===== src/rtl/int_to_fp_round_pack_pkg.sv =====
// Shared constants and bundles for the integer-to-FP32 round/pack path.
// Rounding-mode encodings, FP32 field geometry, fflags bit positions.
package int_to_fp_round_pack_pkg;

  localparam logic [2:0] RM_RNE = 3'b000;
  localparam logic [2:0] RM_RTZ = 3'b001;
  localparam logic [2:0] RM_RDN = 3'b010;
  localparam logic [2:0] RM_RUP = 3'b011;
  localparam logic [2:0] RM_RMM = 3'b100;

  localparam int EXP_W  = 8;
  localparam int MANT_W = 23;

  localparam logic [EXP_W-1:0] FP32_BIAS = 8'd127;

  localparam int FF_NV = 4;
  localparam int FF_DZ = 3;
  localparam int FF_OF = 2;
  localparam int FF_UF = 1;
  localparam int FF_NX = 0;

  // Fill value for the upper FLEN-32 bits of a boxed single.
  localparam logic NANBOX_FILL = 1'b1;

  typedef struct packed {
    logic              sign;
    logic              zero;
    logic [5:0]        exp;
    logic [MANT_W-1:0] mant;
    logic              inc;
    logic              nx;
    logic              rm_err;
  } s1_t;

endpackage


===== src/rtl/int_to_fp_round_pack_if.sv =====
// Upstream and downstream valid/ready bundle for the round/pack stage.
// master = producer/consumer side, slave = the stage itself.
interface int_to_fp_round_pack_if #(
  parameter int FLEN  = 64,
  parameter int TAG_W = 5
);
  logic             in_valid;
  logic             in_ready;
  logic             in_sign;
  logic             in_zero;
  logic [5:0]       in_exp;
  logic [63:0]      in_mag;
  logic [2:0]       in_rm;
  logic [TAG_W-1:0] in_tag;
  logic             out_valid;
  logic             out_ready;
  logic [FLEN-1:0]  out_data;
  logic [4:0]       out_fflags;
  logic             out_rm_err;
  logic [TAG_W-1:0] out_tag;

  modport master (
    output in_valid, in_sign, in_zero, in_exp,
    output in_mag, in_rm, in_tag, out_ready,
    input  in_ready, out_valid, out_data,
    input  out_fflags, out_rm_err, out_tag
  );

  modport slave (
    input  in_valid, in_sign, in_zero, in_exp,
    input  in_mag, in_rm, in_tag, out_ready,
    output in_ready, out_valid, out_data,
    output out_fflags, out_rm_err, out_tag
  );
endinterface


===== src/rtl/fp32_round_inc.sv =====
// Round-increment decision from rm, sign, lsb, guard and sticky.
// Reserved rm values round as RNE and raise rm_err.
module fp32_round_inc
  import int_to_fp_round_pack_pkg::*;
(
  input  logic [2:0] i_rm,
  input  logic       i_sign,
  input  logic       i_lsb,
  input  logic       i_g,
  input  logic       i_s,
  output logic       o_inc,
  output logic       o_rm_err
);

  // Per-mode increment select.
  always_comb begin
    o_inc    = 1'b0;
    o_rm_err = 1'b0;
    case (i_rm)
      RM_RNE: o_inc = i_g & (i_s | i_lsb);
      RM_RTZ: o_inc = 1'b0;
      RM_RDN: o_inc = i_sign & (i_g | i_s);
      RM_RUP: o_inc = ~i_sign & (i_g | i_s);
      RM_RMM: o_inc = i_g;
      default: begin
        o_inc    = i_g & (i_s | i_lsb);
        o_rm_err = 1'b1;
      end
    endcase
  end

endmodule


===== src/rtl/int_to_fp_round_pack.sv =====
// Two-stage round/pack of a normalised integer into a NaN-boxed FP32.
// Stage 1 decides the increment, stage 2 adds it and packs the fields.
module int_to_fp_round_pack
  import int_to_fp_round_pack_pkg::*;
#(
  parameter int FLEN  = 64,
  parameter int TAG_W = 5
) (
  input  logic clk,
  input  logic rst,
  input  logic flush,
  int_to_fp_round_pack_if.slave bus
);

  logic             r_s1_valid;
  s1_t              r_s1;
  logic [TAG_W-1:0] r_s1_tag;
  logic             r_s2_valid;
  logic [FLEN-1:0]  r_out_data;
  logic [4:0]       r_out_fflags;
  logic             r_out_rm_err;
  logic [TAG_W-1:0] r_out_tag;

  logic             w_s2_load;
  logic             w_s1_adv;
  logic             w_s2_fill;
  logic             w_in_ready;
  logic             w_acc;
  logic             w_sticky;
  logic             w_inc;
  logic             w_rm_err;
  s1_t              w_s1_d;
  logic [MANT_W:0]  w_sum;
  logic [EXP_W-1:0] w_expf;
  logic [MANT_W-1:0] w_frac;
  logic [31:0]      w_field;
  logic [4:0]       w_ff;
  logic             w_unused;

  assign w_s2_load  = ~r_s2_valid | bus.out_ready;
  assign w_s1_adv   = r_s1_valid & w_s2_load;
  assign w_s2_fill  = w_s1_adv & ~flush;
  assign w_in_ready = ~flush & (~r_s1_valid | w_s2_load);
  assign w_acc      = bus.in_valid & w_in_ready;
  assign w_sticky   = |bus.in_mag[38:0];
  assign w_unused   = bus.in_mag[63];

  fp32_round_inc u_round_inc (
    .i_rm     (bus.in_rm),
    .i_sign   (bus.in_sign),
    .i_lsb    (bus.in_mag[40]),
    .i_g      (bus.in_mag[39]),
    .i_s      (w_sticky),
    .o_inc    (w_inc),
    .o_rm_err (w_rm_err)
  );

  // Stage 1 bundle built from the incoming beat.
  always_comb begin
    w_s1_d        = '0;
    w_s1_d.sign   = bus.in_sign;
    w_s1_d.zero   = bus.in_zero;
    w_s1_d.exp    = bus.in_exp;
    w_s1_d.mant   = bus.in_mag[62:40];
    w_s1_d.inc    = w_inc;
    w_s1_d.nx     = (bus.in_mag[39] | w_sticky) & ~bus.in_zero;
    w_s1_d.rm_err = w_rm_err;
  end

  // Stage 2 add, carry into exponent, and field pack.
  always_comb begin
    w_sum   = {1'b0, r_s1.mant} + {{MANT_W{1'b0}}, r_s1.inc};
    w_expf  = {2'b00, r_s1.exp} + FP32_BIAS
            + {{(EXP_W-1){1'b0}}, w_sum[MANT_W]};
    w_frac  = w_sum[MANT_W] ? '0 : w_sum[MANT_W-1:0];
    w_field = r_s1.zero ? 32'h0 : {r_s1.sign, w_expf, w_frac};
    // Exponent tops out at 191, so only NX can ever be raised.
    w_ff        = '0;
    w_ff[FF_NV] = 1'b0;
    w_ff[FF_DZ] = 1'b0;
    w_ff[FF_OF] = 1'b0;
    w_ff[FF_UF] = 1'b0;
    w_ff[FF_NX] = r_s1.nx & ~r_s1.zero;
  end

  // Stage 1 valid and capture of accepted beats.
  always_ff @(posedge clk or posedge rst) begin
    if (rst) begin
      r_s1_valid <= 1'b0;
      r_s1       <= '0;
      r_s1_tag   <= '0;
    end else begin
      if (flush)         r_s1_valid <= 1'b0;
      else if (w_acc)    r_s1_valid <= 1'b1;
      else if (w_s1_adv) r_s1_valid <= 1'b0;
      if (w_acc) begin
        r_s1     <= w_s1_d;
        r_s1_tag <= bus.in_tag;
      end
    end
  end

  // Stage 2 valid and registered outputs, held under backpressure.
  always_ff @(posedge clk or posedge rst) begin
    if (rst) begin
      r_s2_valid   <= 1'b0;
      r_out_data   <= '0;
      r_out_fflags <= '0;
      r_out_rm_err <= 1'b0;
      r_out_tag    <= '0;
    end else begin
      if (flush)          r_s2_valid <= 1'b0;
      else if (w_s2_load) r_s2_valid <= r_s1_valid;
      if (w_s2_fill) begin
        r_out_data   <= {{(FLEN-32){NANBOX_FILL}}, w_field};
        r_out_fflags <= w_ff;
        r_out_rm_err <= r_s1.rm_err;
        r_out_tag    <= r_s1_tag;
      end
    end
  end

  assign bus.in_ready   = w_in_ready;
  assign bus.out_valid  = r_s2_valid;
  assign bus.out_data   = r_out_data;
  assign bus.out_fflags = r_out_fflags;
  assign bus.out_rm_err = r_out_rm_err;
  assign bus.out_tag    = r_out_tag;

endmodule


===== src/flat_wrapper.sv =====
// flat-port wrapper written by rule: the top's interface ports become plain ports
module int_to_fp_round_pack_flat import int_to_fp_round_pack_pkg::*;
#(
  parameter int FLEN  = 64,
  parameter int TAG_W = 5
)
  (clk, rst, flush, bus_in_valid, bus_in_sign, bus_in_zero, bus_in_exp, bus_in_mag, bus_in_rm, bus_in_tag, bus_out_ready, bus_in_ready, bus_out_valid, bus_out_data, bus_out_fflags, bus_out_rm_err, bus_out_tag);
  int_to_fp_round_pack_if #(.FLEN(FLEN), .TAG_W(TAG_W)) bus_i ();
  input  logic clk;
  input  logic rst;
  input  logic flush;
  input wire logic [$bits(bus_i.in_valid)-1:0] bus_in_valid;
  input wire logic [$bits(bus_i.in_sign)-1:0] bus_in_sign;
  input wire logic [$bits(bus_i.in_zero)-1:0] bus_in_zero;
  input wire logic [$bits(bus_i.in_exp)-1:0] bus_in_exp;
  input wire logic [$bits(bus_i.in_mag)-1:0] bus_in_mag;
  input wire logic [$bits(bus_i.in_rm)-1:0] bus_in_rm;
  input wire logic [$bits(bus_i.in_tag)-1:0] bus_in_tag;
  input wire logic [$bits(bus_i.out_ready)-1:0] bus_out_ready;
  output wire logic [$bits(bus_i.in_ready)-1:0] bus_in_ready;
  output wire logic [$bits(bus_i.out_valid)-1:0] bus_out_valid;
  output wire logic [$bits(bus_i.out_data)-1:0] bus_out_data;
  output wire logic [$bits(bus_i.out_fflags)-1:0] bus_out_fflags;
  output wire logic [$bits(bus_i.out_rm_err)-1:0] bus_out_rm_err;
  output wire logic [$bits(bus_i.out_tag)-1:0] bus_out_tag;
  assign bus_i.in_valid = bus_in_valid;
  assign bus_i.in_sign = bus_in_sign;
  assign bus_i.in_zero = bus_in_zero;
  assign bus_i.in_exp = bus_in_exp;
  assign bus_i.in_mag = bus_in_mag;
  assign bus_i.in_rm = bus_in_rm;
  assign bus_i.in_tag = bus_in_tag;
  assign bus_i.out_ready = bus_out_ready;
  assign bus_in_ready = bus_i.in_ready;
  assign bus_out_valid = bus_i.out_valid;
  assign bus_out_data = bus_i.out_data;
  assign bus_out_fflags = bus_i.out_fflags;
  assign bus_out_rm_err = bus_i.out_rm_err;
  assign bus_out_tag = bus_i.out_tag;
  int_to_fp_round_pack #(.FLEN(FLEN), .TAG_W(TAG_W)) u_core (.clk(clk), .rst(rst), .flush(flush), .bus(bus_i));
endmodule

===== config.mk =====
export PLATFORM = sky130hd
export DESIGN_NAME = int_to_fp_round_pack_flat
export DESIGN_NICKNAME = d
export VERILOG_FILES = /design/src/rtl/int_to_fp_round_pack_pkg.sv /design/src/rtl/int_to_fp_round_pack_if.sv /design/src/rtl/fp32_round_inc.sv /design/src/rtl/int_to_fp_round_pack.sv /design/src/flat_wrapper.sv
export SDC_FILE = /design/constraint.sdc
export NUM_CORES = 1
export LEC_CHECK = 0
export BUFFER_PORTS_ARGS = -buffer_cell sky130_fd_sc_hd__buf_2
export CAP_MARGIN = 30
export CORE_ASPECT_RATIO = 0.75
export CORE_UTILIZATION = 30
export CTS_CLUSTER_DIAMETER = 100
export DETAILED_ROUTE_END_ITERATION = 16
export GPL_TIMING_DRIVEN = 0
export PLACE_DENSITY = 0.53
export SYNTH_ARGS = -nofsm -noshare
export SYNTH_HDL_FRONTEND = slang
export SYNTH_SLANG_ARGS = --single-unit

===== constraint.sdc =====
create_clock -name clk -period 3.7 [get_ports clk]
set_input_delay 0.925 -clock clk [delete_from_list [all_inputs] [get_ports clk]]
set_output_delay 0.925 -clock clk [all_outputs]
set_load 0.1 [all_outputs]

==> results of run 1 <==
==> cells in the mapped netlist, types with 3 or more instances <==
library cell / number
nor2_1: 14
a22o_1: 9
nand4_1: 6
dfrtp_1: 81
xor2_1: 12
inv_1: 4
nor4_1: 10
clkbuf_1: 3
ha_1: 4
xnor2_1: 14
nand3_1: 10
nand2b_1: 7
a21oi_1: 3
o31ai_1: 8
o21ai_0: 16
nand2_1: 35
buf_4: 37
mux2_2: 40
buf_2: 5
==> registers in the layout, indices dropped and copies added, names as in the netlist <==
| name | count |
|---|---|
| u_core.r_s1_valid | 1 |
| u_core.bus.out_tag | 5 |
| u_core.r_s1_tag | 5 |
| u_core.bus.out_data | 33 |
| u_core.bus.out_fflags | 1 |
| u_core.r_s1 | 34 |
| u_core.bus.out_rm_err | 1 |
| u_core.bus.out_valid | 1 |
==> layout by cell type, fill, tap and decap left out, types with 8 or more instances in the layout <==
| cell | count |
|---|---|
| xor2_1 | 12 |
| buf_2 | 161 |
| nand2_1 | 35 |
| a22o_1 | 9 |
| nor4_1 | 10 |
| buf_4 | 37 |
| mux2_2 | 40 |
| o21ai_0 | 16 |
| nor2_1 | 14 |
| nand3_1 | 10 |
| xnor2_1 | 14 |
| dfrtp_1 | 81 |
| clkbuf_16 | 9 |
| o31ai_1 | 8 |
==> critical path, stage by stage, from the launching register on <==
cell and delay (ns):
dfrtp_1 0.94, buf_4 0.23, buf_2 0.42
==> logic make-up (layout without fill, tap and decap cells) <==
family	count (synthesis)	after routing	share of synthesized area, %
compound gates	46	46	7.898
xor+xnor	26	26	5.704
fa+ha+maj	5	5	1.504
buf+inv	51	224	8.618
flops	81	81	50.77
mux	40	40	11.28
other cells	1	4	0.09392
simple gates	102	102	14.13
==> report_power, final <==
group / leakage, nW / internal (mW) / total (mW) / switching, mW
logic: 1.36 / 0.271 / 1.25 / 0.979
registers: 0.998 / 1.05 / 1.17 / 0.124
clock network: 0.170 / 0.728 / 1.07 / 0.345
==> area by class of cell <==
type / count / area share [%]
buffer: 47 / 6.106
clock buffer: 11 / 4.319
tap: 171 / 3.970
timing repair buffer: 157 / 15.00
clock inverter: 5 / 2.368
multi-input combinational: 223 / 30.30
sequential: 81 / 37.61
inverter: 4 / 0.3251
==> routing by layer <==
layer  vias up  GRT usage, %  wire (um)
met4         0         3.717         94
met2        93         23.83       4572
li1       1538             -          -
met5         -             0          0
met3        11         5.605        761
met1      1521         19.88       4613
==> worst max path at each step <==
stage | start | to | slack [ns] | depth (start not counted)
floorplan | u_core.bus.out_valid$_DFFE_PP0P_ | u_core.r_s1[25]$_DFFE_PP0P_ | 0.01 | 6
global placement | rst | u_core.r_s1[12]$_DFFE_PP0P_ | -0.31 | 2
detailed placement | bus_out_ready | bus_in_ready | 1.04 | 4
CTS | u_core.bus.out_data[32]$_DFFE_PP0P_ | bus_out_data[33] | 0.79 | 2
global route | u_core.bus.out_data[32]$_DFFE_PP0P_ | bus_out_data[54] | 0.72 | 2
finish | u_core.bus.out_data[32]$_DFFE_PP0P_ | bus_out_data[33] | 0.84 | 2
==> metrics by stage <==
step	util (%)	power, mW	setup TNS (ns)	cells	hold WS [ns]
CTS	41.54	3.533	0	699	0.4828
detailed placement	38.76	2.447	0	683	0.4696
floorplan	-	2.194	0	355	0.4460
finish	41.54	3.496	0	699	0.4801
global route	41.54	3.651	0	699	0.5100
global placement	38.53	2.428	-24.51	682	0.4671
==> impl_metrics.yaml, run 1 <==
clock_tree:
  post_cts_buffers: 0
  ctsResizeCount: 0
  root_buffer: "clkbuf_16"
  numCtsBuffers: 9
  cts.sinks: 81
  hold_buffers: 0
  cts_max_level: 3
  cts_max_path_buffers: 2
  clk_pin_slew_ns: 0.06
  clk_latency_ns: 0.33
  cts_tree: "yes"
logic_synthesis:
  synth_ff_type: "dfrtp_1"
  avgSynthCellArea_sq_um: 11.34
  ys_async_sr_fraction_pct: 100.0
  synth_cell_types: 45
  synth_area_leaders: "dfrtp_1, mux2_2, buf_4"
  ys_seq_area_share_pct: 50.77
  synth_top_area_share_pct: 50.77
  synth-edff-count: 0
  yosys_warnings: 0
  synth_top_cell_by_area: "dfrtp_1"
  netlist_area_sq_um: 3993
  ys_ff_latch: 81
  netlist_instances: 352
sta:
  clock_skew_ns: 0.004513
  max-slew-margin-rel_pct: 38.45
  setup_viol: 0
  worst_pin_slew_ns: 0.9232
  layout_min_cycle_time_ns: 2.856
  max_freq_ghz: 0.3501
  fin_crit_sh_pct: 77.19
  rsz0062_at_grt: "false"
  hold_viol: 0
  fin_ws_ns: 0.8439
  slew_viol_final: 0
floorplan:
  initial_core_util_pct: 30.78
  core_area_sq_um: 12970
  die_area_sq_um: 13780
  rows: 36
  io_pins: 162
  die_x_um: 135.2
  fp.dieH_um: 101.9
global_route:
  grt_pass1_vias: 3095
  grt-ovfl-total: 0
  grt_pass1_wl_um: 15830
  track_usage_pct: 15.19
  antenna_found_initial: 0
  grt_max_degree: 64
final_layout:
  drive_gt1_share_pct: 50.00
  fillers: 1321
  antenna_cells: 0
  regArea_sq_um: 2027
  area_delta_synth_final_pct: 34.97
  multiInputGateArea_sq_um: 1633
  final_area_sq_um: 5389
  nets: 612
routing:
  vias: 3163
  routed_wl_um: 10040
  vias_per_cell: 4.525
  firstDrtPassIters: 4
  avgRoutedWirePerCell_um: 14.36
  drc_errors: 0
  antenna_left: 0
  first_iter_violations: 110
placement:
  place_ws_ns: 1.044
  port_buffers: 156
  dp_hpwl_um: 7610
  place.gp.congestion: 0.7541
  placed_cell_area_sq_um: 5029
critical_path:
  worstPathArrival_ns: 1.93
  rr_endpoint: "u_core.bus.out_data[28]$_DFFE_PP0P_"
  path_max_fanout: 33
  required_ns: 2.77
  r2r_slack_ns: 1.33
  worstReg2RegStart: "u_core.r_s1[2]$_DFFE_PP0P_"
  startpoint_type: "flop"
  ff2ff_path_depth: 9
  path_class: "flop to output pin"
  end_kind: "output pin"
worst_hold_path:
  hold_depth: 2
  holdPathEnd: "u_core.bus.out_data[16]$_DFFE_PP0P_"
  hold_class: "flop to flop"
  worstHoldStart: "u_core.bus.out_data[16]$_DFFE_PP0P_"
power:
  p_per_area_nw_per_um2: 648.8
  vdd_drop_max_mv: 0.3199
  leakagePower_nw: 2.527
flow_run:
  maxCapViolCount: 0
run_status:
  status: "complete, no violations"
No activity file was read; power rests on OpenSTA's default activity.
==> inputs of run 2 (changes only) <==
Settings changed: PLACE_DENSITY 0.53 to 0.55.
Clock period 3.7 ns to 2.6 ns, I/O delays scaled along.
==> run 2 against run 1 <==
Effect of this change: global-route usage fell by 0.27 points; power increased by 32%; routed wire length decreased by 1.5%; largest cell class unchanged; highest routed layer unchanged.
==> impl_metrics.yaml, run 2 (synthesized netlist as in run 1, its figures left out) <==
floorplan:
  initial_core_util_pct: 30.78
  die_area_sq_um: 13780
  core_area_sq_um: 12970
  fp.dieH_um: 101.9
  rows: 36
  io_pins: 162
  die_x_um: 135.2
routing:
  drc_errors: 0
  vias: 3133
  avgRoutedWirePerCell_um: 14.13
  routed_wl_um: 9890
  firstDrtPassIters: 4
  antenna_left: 0
  first_iter_violations: 93
  vias_per_cell: 4.476
sta:
  fin_crit_sh_pct: 89.58
  max-slew-margin-rel_pct: 63.71
  clock_skew_ns: 0.003864
  slew_viol_final: 0
  hold_viol: 0
  setup_viol: 0
  setup_tns_ns: 0
  layout_min_cycle_time_ns: 2.329
  max_freq_ghz: 0.4294
  worst_pin_slew_ns: 0.5402
  rsz0062_at_grt: "false"
critical_path:
  path_buf_inv: 0
  end_kind: "flop"
  path_class: "flop to flop"
  required_ns: 2.82
  cpPeakStageDelay_ns: 0.42
  startpoint_type: "flop"
  cp_cell_sequence: "ha_1 -> nand4_1 -> nor4_4 -> nand2_2 -> ha_1 -> nor4b_1 -> nand2b_1 -> xnor2_1 -> a22o_1"
  path_max_fanout: 5
  cp_common_cell: "ha_1"
  worstPathArrival_ns: 2.55
  crit_slowest_cell: "nor4b_1"
  crit_family: "simple AND/OR/NAND/NOR gates"
global_route:
  antenna_found_initial: 0
  busiest_layer: "met2"
  grt_pass1_wl_um: 15420
  use_met2_pct: 23.04
  grt_pass1_vias: 2903
  met3_usage_pct: 5.506
  grt-ovfl-total: 0
  grt_util_met1_pct: 19.84
  grt_max_degree: 42
  track_usage_pct: 14.92
clock_tree:
  cts_max_level: 3
  hold_buffers: 0
  post_cts_buffers: 0
  root_buffer: "clkbuf_16"
  cts_tree: "yes"
  numCtsBuffers: 9
  cts_max_path_buffers: 2
  ctsResizeCount: 0
  clk_pin_slew_ns: 0.06
  clk_latency_ns: 0.33
  cts.sinks: 81
placement:
  place.gp.congestion: 0.7321
  port_buffers: 156
  place_inst: 684
  dp_hpwl_um: 7585
final_layout:
  multiInputGateArea_sq_um: 1644
  layoutNonFillerInstCount: 700
  top_register: "u_core.r_s1"
  largest_reg_flops: 34
  regArea_sq_um: 2029
  mostFrequentLayoutCell: "buf_2"
  layout_common_cells: "buf_2, dfrtp_1, mux2_2"
  nets: 613
  fillers: 1314
  area_delta_synth_final_pct: 33.53
  antenna_cells: 0
  drive_gt1_share_pct: 50.66
run_status:
  status: "complete, no violations"
flow_run:
  maxCapViolCount: 0
power:
  vdd_drop_max_mv: 0.5358
  p_per_area_nw_per_um2: 868.6
  leakagePower_nw: 2.498
worst_hold_path:
  hold_class: "primary input to async pin"
[run 2: layer usage]
| metal | wire length [um] | part of all wire (%) | up-vias |
|---|---|---|---|
| met5 | 0 | 0 | - |
| met4 | 94 | 0.95 | 0 |
| met3 | 767 | 7.8 | 8 |
| met2 | 4316 | 44 | 100 |
| met1 | 4712 | 48 | 1484 |
| li1 | - | - | 1541 |
[run 2: final cells by class]
type	instances	share of cell area, %
Buffer	47	6.172
Clock buffer	13	4.881
Clock inverter	3	0.2816
Inverter	4	0.3520
Multi-Input combinational cell	223	30.84
Sequential cell	81	38.07
Tap cell	171	4.013
Timing Repair Buffer	158	15.40
[run 2: tightest hold or removal path, delay by kind of cell]
kind	cells	cell delay, ns
buffers and inverters	3	0.41
[run 2: worst paths after layout]
kind,start,to,slack (ns),depth (start not counted)
setup / recovery,u_core.r_s1[2]$_DFFE_PP0P_,u_core.bus.out_data[28]$_DFFE_PP0P_,0.27,9
min in group clk,u_core.bus.out_data[6]$_DFFE_PP0P_,u_core.bus.out_data[6]$_DFFE_PP0P_,0.47,2
setup reg to reg,u_core.r_s1[2]$_DFFE_PP0P_,u_core.bus.out_data[28]$_DFFE_PP0P_,0.27,9
hold reg to reg,u_core.bus.out_data[6]$_DFFE_PP0P_,u_core.bus.out_data[6]$_DFFE_PP0P_,0.47,2
hold / removal,rst,u_core.r_s1[27]$_DFFE_PP0P_,0.36,3
max in group asynchronous,rst,u_core.bus.out_valid$_DFFE_PP0P_,1.72,4
[run 2: power by group]
group	internal, mW	switching, mW	total, mW
clock network	0.695	0.486	1.18
logic	0.389	1.40	1.79
registers	1.49	0.171	1.66
[run 2: metrics by stage]
step	setup WS (ns)	power [mW]	util [%]	instance area, sq um	hold slack, ns
2_1_floorplan	0.1185	3.124	-	4020	0.4460
3_3_place_gp	0.2593	3.460	38.66	5015	0.4622
3_5_place_dp	0.2446	3.487	38.97	5055	0.4664
4_1_cts	0.01176	4.676	41.09	5330	0.3689
5_1_grt	0.05797	4.836	41.10	5331	0.3790
6_report	0.2709	4.631	41.10	5331	0.3615
==> inputs of run 3 (changes only) <==
Settings changed: CELL_PAD_IN_SITES_DETAIL_PLACEMENT set to 0, CELL_PAD_IN_SITES_GLOBAL_PLACEMENT set to 1, PLACE_DENSITY 0.55 to 0.69.
==> run 3 against run 2 <==
Effect of this change: clock skew up 0.00092 ns; final cell count down 0.14%; utilization up 0.27 points; sequential cell count unchanged; power up 4.5%; critical path depth unchanged; via count about the same; count of clock-buffer cells in the layout down 2; largest power group unchanged.
==> impl_metrics.yaml, run 3 (synthesized netlist as in run 1, its figures left out) <==
placement:
  place.gp.congestion: 0.7396
  dp_hpwl_um: 7636
  port_buffers: 156
  place_inst: 683
critical_path:
  crit_slowest_cell: "nor4b_1"
  required_ns: 2.82
  end_kind: "flop"
  path_max_fanout: 5
  startpoint_type: "flop"
  worstPathArrival_ns: 2.59
  path_buf_inv: 0
  cp_cell_sequence: "ha_1 -> nand4_1 -> nor4_4 -> nand2_2 -> ha_1 -> nor4b_1 -> nand2b_1 -> xnor2_1 -> a22o_1"
  crit_family: "simple AND/OR/NAND/NOR gates"
  cpPeakStageDelay_ns: 0.42
  worstReg2RegStart: "u_core.r_s1[2]$_DFFE_PP0P_"
  cp_common_cell: "ha_1"
  path_class: "flop to flop"
  critPathLaunch: "u_core.r_s1[2]$_DFFE_PP0P_"
clock_tree:
  hold_buffers: 0
  clk_pin_slew_ns: 0.06
  numCtsBuffers: 9
  cts_max_path_buffers: 2
  cts_tree: "yes"
  root_buffer: "clkbuf_16"
  post_cts_buffers: 0
  clk_latency_ns: 0.34
  cts.sinks: 81
  cts_max_level: 3
power:
  p_per_area_nw_per_um2: 901.5
  vdd_drop_max_mv: 0.5812
  leakagePower_nw: 2.511
routing:
  drc_errors: 0
  vias: 3135
  antenna_left: 0
  first_iter_violations: 120
  avgRoutedWirePerCell_um: 14.35
  routed_wl_um: 10030
  firstDrtPassIters: 4
  vias_per_cell: 4.485
sta:
  setup_tns_ns: 0
  layout_min_cycle_time_ns: 2.366
  worst_pin_slew_ns: 0.8923
  slew_viol_final: 0
  clock_skew_ns: 0.004788
  setup_viol: 0
  fin_crit_sh_pct: 91.00
  max_freq_ghz: 0.4226
  hold_viol: 0
  max-slew-margin-rel_pct: 40.39
  rsz0062_at_grt: "false"
global_route:
  grt_pass1_wl_um: 15650
  grt-ovfl-total: 0
  grt_pass1_vias: 3058
  grt_max_degree: 43
  track_usage_pct: 15.15
  antenna_found_initial: 0
floorplan:
  io_pins: 162
  die_area_sq_um: 13780
  fp.dieH_um: 101.9
  die_x_um: 135.2
  initial_core_util_pct: 30.78
  rows: 36
  core_area_sq_um: 12970
final_layout:
  top_register: "u_core.r_s1"
  nets: 612
  fillers: 1277
  layoutNonFillerInstCount: 699
  drive_gt1_share_pct: 50.95
  mostFrequentLayoutCell: "buf_2"
  multiInputGateArea_sq_um: 1644
  regArea_sq_um: 2029
  layout_common_cells: "buf_2, dfrtp_1, mux2_2"
  largest_reg_flops: 34
  area_delta_synth_final_pct: 34.41
  antenna_cells: 0
run_status:
  status: "complete, no violations"
flow_run:
  maxCapViolCount: 0
worst_hold_path:
  worstHoldStart: "u_core.bus.out_data[9]$_DFFE_PP0P_"
  hold_class: "flop to flop"
[run 3: final cells by class]
cell class,count,share of cell area [%]
plain buffers,47,6.132
well taps,171,3.987
inverters,4,0.3497
clock inverters,5,1.446
clock buffers,11,4.710
repair buffers,157,14.92
multi-input cells,223,30.64
flip-flops and latches,81,37.82
[run 3: worst paths after layout]
path	depth (start not counted)	to	slack, ns
setup / recovery	9	u_core.bus.out_data[28]$_DFFE_PP0P_	0.23
hold / removal	2	u_core.bus.out_data[9]$_DFFE_PP0P_	0.47
setup reg to reg	9	u_core.bus.out_data[28]$_DFFE_PP0P_	0.23
hold reg to reg	2	u_core.bus.out_data[9]$_DFFE_PP0P_	0.47
max in group asynchronous	3	u_core.bus.out_valid$_DFFE_PP0P_	1.38
min in group asynchronous	2	u_core.bus.out_data[30]$_DFFE_PP0P_	0.50
[run 3: timing repair]
| item | in CTS | in global routing |
|---|---|---|
| hold endpoints to repair | 0 | 0 |
| gates resized for setup | 0 | 1 |
| endpoints found under the setup margin | 0 | 31 |
[run 3: metal layers]
metal  wire [um]  share of wire [%]  vias to the layer above  track usage [%]
li1            -                  -                     1540                -
met1        4627                 46                     1485            19.40
met2        4491                 45                      103            24.38
met3         833                8.3                        7            5.754
met4          79               0.79                        0            3.284
met5           0                  0                        -                0
[run 3: power by group]
group / switching (mW) / internal, mW / total (mW)
sequential: 0.171 / 1.49 / 1.66
clock: 0.498 / 0.890 / 1.39
combinational: 1.40 / 0.386 / 1.79
total: 2.07 / 2.77 / 4.84
[run 3: worst register-to-register path, stage by stage (launching register included)]
cell and delay [ns]:
dfrtp_1 0.37, ha_1 0.24, nand4_1 0.25, nor4_4 0.08, nand2_2 0.17, ha_1 0.22
nor4b_1 0.42, nand2b_1 0.15, xnor2_1 0.15, a22o_1 0.19
[run 3: metrics by stage]
step	worst slack [ns]	cell area, sq um	power, mW	hold WS (ns)	utilization, %
finish	0.2340	5366	4.838	0.4705	41.37
global route	0.02719	5366	5.041	0.4936	41.37
CTS	0.02786	5365	4.885	0.4779	41.36
detailed placement	0.2466	5035	3.486	0.4640	38.81
global placement	0.2805	5015	3.459	0.4607	38.66
floorplan	0.1185	4020	3.124	0.4460	-
